===== config.mk =====
export PLATFORM = sky130hd
export DESIGN_NAME = polar_peak_tracker
export DESIGN_NICKNAME = d
export VERILOG_FILES = /design/src/rtl/polar_pkg.sv /design/src/rtl/polar_result_slot.sv /design/src/rtl/polar_peak_tracker.sv
export SDC_FILE = /design/constraint.sdc
export NUM_CORES = 1
export LEC_CHECK = 0
export CORE_MARGIN = 1.5
export CORE_UTILIZATION = 56
export DETAILED_ROUTE_END_ITERATION = 8
export GPL_ROUTABILITY_DRIVEN = 0
export PLACE_DENSITY = 0.86
export SYNTH_ARGS = -nofsm -noshare
export SYNTH_HDL_FRONTEND = slang
export SYNTH_HIERARCHICAL = 1
export SYNTH_SLANG_ARGS = --single-unit

===== constraint.sdc =====
create_clock -name clk -period 4.6 [get_ports clk]
set_input_delay 1.38 -clock clk [delete_from_list [all_inputs] [get_ports clk]]
set_output_delay 1.38 -clock clk [all_outputs]
set_load 0.05 [all_outputs]

===== src/rtl/polar_pkg.sv =====
// Q16.16 polar-domain types and constants shared by the CORDIC stage and
// the frame statistic blocks downstream of it.
package polar_pkg;

    localparam int FRAC_W = 16;
    localparam logic signed [31:0] ANG_180 = 32'sd11796480;
    localparam logic signed [31:0] ANG_90  = 32'sd5898240;

    typedef struct packed {
        logic [31:0] amp;
        logic [31:0] ang;
    } polar_sample_t;

endpackage


===== src/rtl/polar_result_slot.sv =====
// One-deep valid/ready result register. A load into a full slot that is not
// being drained in the same cycle is dropped and raises the sticky ovf flag.
module polar_result_slot #(
    parameter int W = 32
) (
    input  logic         clk,
    input  logic         rst_n,
    input  logic         clr,
    input  logic         load,
    input  logic [W-1:0] load_data,
    input  logic         ready,
    output logic         valid,
    output logic [W-1:0] data,
    output logic         ovf
);

    logic accept;

    assign accept = load && (!valid || ready);

    always_ff @(posedge clk or negedge rst_n) begin
        if (!rst_n) begin
            valid <= 1'b0;
            data  <= '0;
            ovf   <= 1'b0;
        end else begin
            if (accept) begin
                valid <= 1'b1;
                data  <= load_data;
            end else if (valid && ready) begin
                valid <= 1'b0;
            end
            // clr wins over a simultaneous drop
            if (clr)
                ovf <= 1'b0;
            else if (load && !accept)
                ovf <= 1'b1;
        end
    end

endmodule


===== src/rtl/polar_peak_tracker.sv =====
// Per-frame peak amplitude/angle/index and above-threshold count over the
// CORDIC result stream, delivered through a one-deep valid/ready slot.
module polar_peak_tracker
    import polar_pkg::*;
#(
    parameter int FRAME_LEN = 64,
    parameter int IDX_W     = $clog2(FRAME_LEN)
) (
    input  logic             clk,
    input  logic             rst_n,
    input  logic             sync_clr,
    input  logic             in_valid,
    input  logic [31:0]      in_amp,
    input  logic [31:0]      in_ang,
    input  logic [31:0]      thr,
    output logic             res_valid,
    input  logic             res_ready,
    output logic [31:0]      res_amp,
    output logic [31:0]      res_ang,
    output logic [IDX_W-1:0] res_idx,
    output logic [IDX_W:0]   res_cnt,
    output logic             ovf
);

    localparam logic [IDX_W-1:0] LAST_IDX = IDX_W'(FRAME_LEN - 1);
    localparam int PAY_W = 64 + 2 * IDX_W + 1;

    logic [IDX_W-1:0] cnt;
    logic [IDX_W-1:0] max_idx;
    logic [IDX_W:0]   above_cnt;
    polar_sample_t    max_s;

    logic             first;
    logic             above;
    logic             take;
    logic             accept;
    logic             done;
    polar_sample_t    nxt_s;
    logic [IDX_W-1:0] nxt_idx;
    logic [IDX_W:0]   nxt_above;
    logic [PAY_W-1:0] pay;
    logic [PAY_W-1:0] res_data;

    // The frame's running statistics including the current sample; these are
    // both the next accumulator state and the result payload at frame end.
    always_comb begin
        first     = (cnt == '0);
        above     = $signed(in_amp) > $signed(thr);
        take      = first || ($signed(in_amp) > $signed(max_s.amp));
        nxt_s     = max_s;
        nxt_idx   = max_idx;
        if (take) begin
            nxt_s.amp = in_amp;
            nxt_s.ang = in_ang;
            nxt_idx   = cnt;
        end
        nxt_above = (first ? '0 : above_cnt) + (IDX_W + 1)'(above);
    end

    assign accept = in_valid && !sync_clr;
    assign done   = accept && (cnt == LAST_IDX);
    assign pay    = {nxt_s.amp, nxt_s.ang, nxt_idx, nxt_above};

    always_ff @(posedge clk or negedge rst_n) begin
        if (!rst_n) begin
            cnt       <= '0;
            max_idx   <= '0;
            above_cnt <= '0;
            max_s     <= '0;
        end else if (sync_clr) begin
            cnt       <= '0;
            above_cnt <= '0;
        end else if (in_valid) begin
            cnt       <= done ? '0 : cnt + 1'b1;
            max_s     <= nxt_s;
            max_idx   <= nxt_idx;
            above_cnt <= nxt_above;
        end
    end

    polar_result_slot #(.W(PAY_W)) u_slot (
        .clk       (clk),
        .rst_n     (rst_n),
        .clr       (sync_clr),
        .load      (done),
        .load_data (pay),
        .ready     (res_ready),
        .valid     (res_valid),
        .data      (res_data),
        .ovf       (ovf)
    );

    assign {res_amp, res_ang, res_idx, res_cnt} = res_data;

endmodule


* Word-level counts from Yosys, hierarchy flattened
Index checks and enable logic that the tools add are counted.
** Word-level totals
- Latch bits :: 0
- ROM bits :: 0
- Memory bits (writable) :: 0
- Input port bits :: 101
- Output and inout bits :: 79
- Bits in registers :: 162
- Memories :: 0
- Logic and storage cells :: 41
** Cells by class
- Reduce and logical (&&, ||, !) cells :: 15
- Bitwise gates (word level) :: 1
- $mul :: 0
- Add/sub/neg operators :: 2
- Equal/unequal tests :: 1
- Magnitude comparators :: 2
- Multiplexer cells :: 12
- Shift operators :: 0
- Div/mod/pow operators :: 0
** Operator list (count)
- 32-bit greater-than comparator :: 2
- 64-bit 2-to-1 mux :: 1
- 6-bit 2-to-1 mux :: 4
- 7-bit 2-to-1 mux :: 3
- 7-bit by 1-bit adder with 7-bit output :: 1
- 6-bit by 1-bit adder with 6-bit output (second input constant) :: 1
- 6-bit equality test (second input constant) :: 1
- 6-bit zero test :: 1
- 2-bit nonzero test :: 3
- 1-bit logical AND :: 5
- 1-bit 2-to-1 mux :: 4
- 1-bit zero test :: 3
- 1-bit logical OR :: 2
- 2-bit AND reduction :: 1
- 1-bit NOT :: 1

* Longest topological paths before layout
- Depth after elaboration :: 8
- Mapped depth :: 17

* Cells and area by module
Netlist, hierarchy kept.
** Modules (own cells, without submodules)
- polar_peak_tracker :: area each 5935.7 sq um, cells each 548, seq. area each 2077.0 sq um, times used 1
- polar_result_slot :: area each 3061.7 sq um, cells each 170, seq. area each 1976.9 sq um, times used 1

* Least setup slack after synthesis
Ideal clock, no wire load.
- Path kind :: input port to flip-flop
- From :: input thr[17]
- To :: register u_slot.data[6]
- Required time :: 4.475 ns
- Arrival :: 3.985 ns
- Buffers on the path :: 0
- Slack :: 0.490 ns
- Cell stages on the path :: 16
- Cells stage by stage :: inv_1 -> ha_1 -> a21o_1 -> a21o_1 -> a2111oi_0 -> o21ai_0 -> nor2_1 -> nand4_1 -> o211a_1 -> ha_1 -> ha_1 -> and3_1 -> nand3_1 -> xor2_1 -> nor2_1 -> mux2_2
** On the way
- Word-level cells in the longest chain between the ends :: 2
** RTL lines
- start: declaration :: RTL line polar_peak_tracker.sv:15 : input logic [31:0] thr,
- 32-bit greater-than comparator :: RTL line polar_peak_tracker.sv:48 : above = $signed(in_amp) > $signed(thr);
- 7-bit by 1-bit adder with 7-bit output :: RTL line polar_peak_tracker.sv:57 : nxt_above = (first ? '0 : above_cnt) + (IDX_W + 1)'(above);
- named net nxt_above[6] :: RTL line polar_peak_tracker.sv:40 : logic [IDX_W:0] nxt_above;
- end signal: assignment :: RTL line polar_result_slot.sv:29 : data <= load_data;
- end: declaration :: RTL line polar_result_slot.sv:13 : output logic [W-1:0] data,
The timed path passes the listed nets, and every way through them passes these cells.
A chain may end at the register's enable or synchronous reset.

* Worst setup path after layout
- From :: input thr[27]
- To :: register u_slot.data[6]
Same word-level chain as after synthesis.

==> flow_summary.yaml <==
outcome:
  status: "finished, final reports clean"
worst_setup_path:
  cp_max_fo: 3
  path_class: "in2reg"
  rrSetupSlack_ns: 1.46
  critical_path_arrival_ns: 4.77
  end_kind: "flop"
  critPathLaunchType: "input port"
  cp.required_ns: 4.91
yosys:
  synth_top_area_share_pct: 45.1
  ys_ff_latch: 162
  synthTopCellsByArea: "dfrtp_1, mux2_2, ha_1, mux2_4, inv_1"
  async_reset_ff_share_pct: 100
  syn_nets: 887
  synth.largest_area_cell: "dfrtp_1"
  synth-edff-count: 0
  yosys_warnings: 6
  synth_area_mm2: 0.00900
  ys_seq_area_share_pct: 45.1
  ys_types: 51
  ys.flop_type: "dfrtp_1"
  syn-instance-count: 718
  avgSynthCellArea_um2: 12.5
global_routing:
  grt_max_degree: 105
  globalRoute.totalOverflow: 0
  antenna_found_initial: 0
  grt_pass1_wl_um: 32600
  grt_usage_pct: 25.0
  grt_pass1_vias: 6676
min_path:
  hold_path_class: "reg2reg"
power:
  power.total_uw: 4230
  leakagePower_uw: 0.00566
  p_per_area_mw_per_mm2: 356
  ir_drop_v: 0.000258
sta:
  fin_crit_sh_pct: 96.9
  hold_violations: 0
  relSlewSlack_pct: 34.8
  finalClockSkew_ns: 0.0101
  slew_violations: 0
  clock.fmax_ghz: 0.224
  setup_viol: 0
  post-route-min-period_ns: 4.46
  worst_pin_slew_ns: 0.978
clock_tree:
  clk_path_buf_depth: 2
  post-cts-setup-buffers: 0
  clock_sinks: 162
  clkLatencyLatePin_ns: 0.42
  cts-buffers-inserted: 17
  cts_max_level: 4
  hold_buffers: 0
  root_buffer: "clkbuf_16"
  cts_tree: "yes"
  clk_transition_reported_paths_ns: 0.07
drt:
  viasPerCell: 5.43
  wl_um: 20300
  route.detailed.drc: 0
  drt_iter0_markers: 263
  vias: 6319
  wire_per_inst_um: 17.5
  ant_nets: 0
  firstDrtPassIters: 5
die:
  die_width_um: 130
  rows: 46
  start_util_pct: 57.1
  die-area_mm2: 0.0168
  die_y_um: 130
  io_pins: 180
  core_mm2: 0.0158
placed_design:
  placed_cell_area_mm2: 0.0113
  port_buffers: 179
  dp_hpwl_um: 14000
run:
  max_cap_viol_count: 0
layout:
  final_common_cell: "clkdlybuf4s50_1"
  nNetsFinal: 1103
  area_growth_syn_to_layout_pct: 32.1
  final_layout_size_suffix_gt1_share_pct: 31.3
  antennaDiodeCount: 0
  final_area_mm2: 0.0119
  final_cell_mix: "clkdlybuf4s50_1, mux2_2, dfrtp_1"
sequential cells by signal, indices dropped and copies added, names as in the netlist:
name          flops
max_s            64
u_slot/data      77
above_cnt         7
cnt               6
u_slot/ovf        1
u_slot/valid      1
max_idx           6
Yosys cell counts (13+ instances only):
cell     number
mux2_2      169
dfrtp_1     162
inv_1        72
ha_1         68
mux2_4       30
nor2_1       25
a21oi_1      20
nand4_1      16
buf_6        15
nand2_1      15
mux2_1       14
nand3_1      13
cell type report:
cell class	instances	area, um2
Clock buffer	17	425
Timing Repair Buffer	226	2210
Tap cell	216	270
Fill cell	1083	3880
Clock inverter	15	138
Multi-Input combinational cell	455	4520
Inverter	72	270
Sequential cell	162	4050
where the power goes:
| part | total (uW) | switching (uW) | internal [uW] | leakage [uW] |
|---|---|---|---|---|
| sequential | 1720 | 115 | 1610 | 0.00208 |
| combinational | 1140 | 538 | 601 | 0.00330 |
| clock | 1360 | 646 | 718 | 0.000279 |
critical path, stage by stage:
cell,delay (ns)
clkdlybuf4s50_1,0.46
inv_1,0.04
ha_1,0.28
nand4_1,0.18
nor3_2,0.22
buf_4,0.14
nand4_1,0.15
nor3_2,0.26
o21ai_1,0.20
nand4_1,0.14
o211a_1,0.21
ha_2,0.20
ha_2,0.18
and3_4,0.20
nand3_2,0.08
xor2_1,0.13
nor2_1,0.06
mux2_2,0.25
per-layer routing:
metal  GRT usage, %  routed length (um)
met1           30.7                8650
met2           43.7               10300
met3           5.04                 966
met4           9.02                 432
met5              0                   0
what timing repair did:
action / CTS / global route
pin swaps: 0 / 8
resized for setup: 1 / 11
endpoints found under the setup margin: 2 / 6
logic make-up (layout without fill, tap and decap cells):
group,count (synthesis),count (layout),synth area share [%]
xor gates and xnor gates,7,7,0.681
muxes,221,221,28.8
AOI/OAI and AO/OA,61,61,4.77
adders and majority gates,68,68,9.46
DFF,162,162,45.1
and+or+nand+nor,98,98,5.63
buffers and inverters,101,330,5.60
metrics by stage:
stage	utilization [%]	hold WS, ns	setup slack, ns	instances	TNS, ns
after detailed placement	71.4	0.490	-0.470	1131	-4.30
after floorplan	-	0.473	0.490	718	0
after global placement	71.4	0.485	-0.373	1131	-5.43
after CTS	75.0	0.510	0.00713	1163	0
after global routing	75.4	0.518	-0.0102	1163	-0.0102
final	75.4	0.504	0.142	1163	0
final timing paths:
check	from	endpoint	depth (start not counted)
max	thr[27]	u_slot/data[6]	18
min	u_slot/data[71]	u_slot/data[71]	1
max reg2reg	max_s[55]	max_s[34]	12
min reg2reg	u_slot/data[71]	u_slot/data[71]	1
max in group asynchronous	rst_n	max_s[28]	2
min in group asynchronous	rst_n	u_slot/data[62]	1
Power figures use the tool's default switching activity.
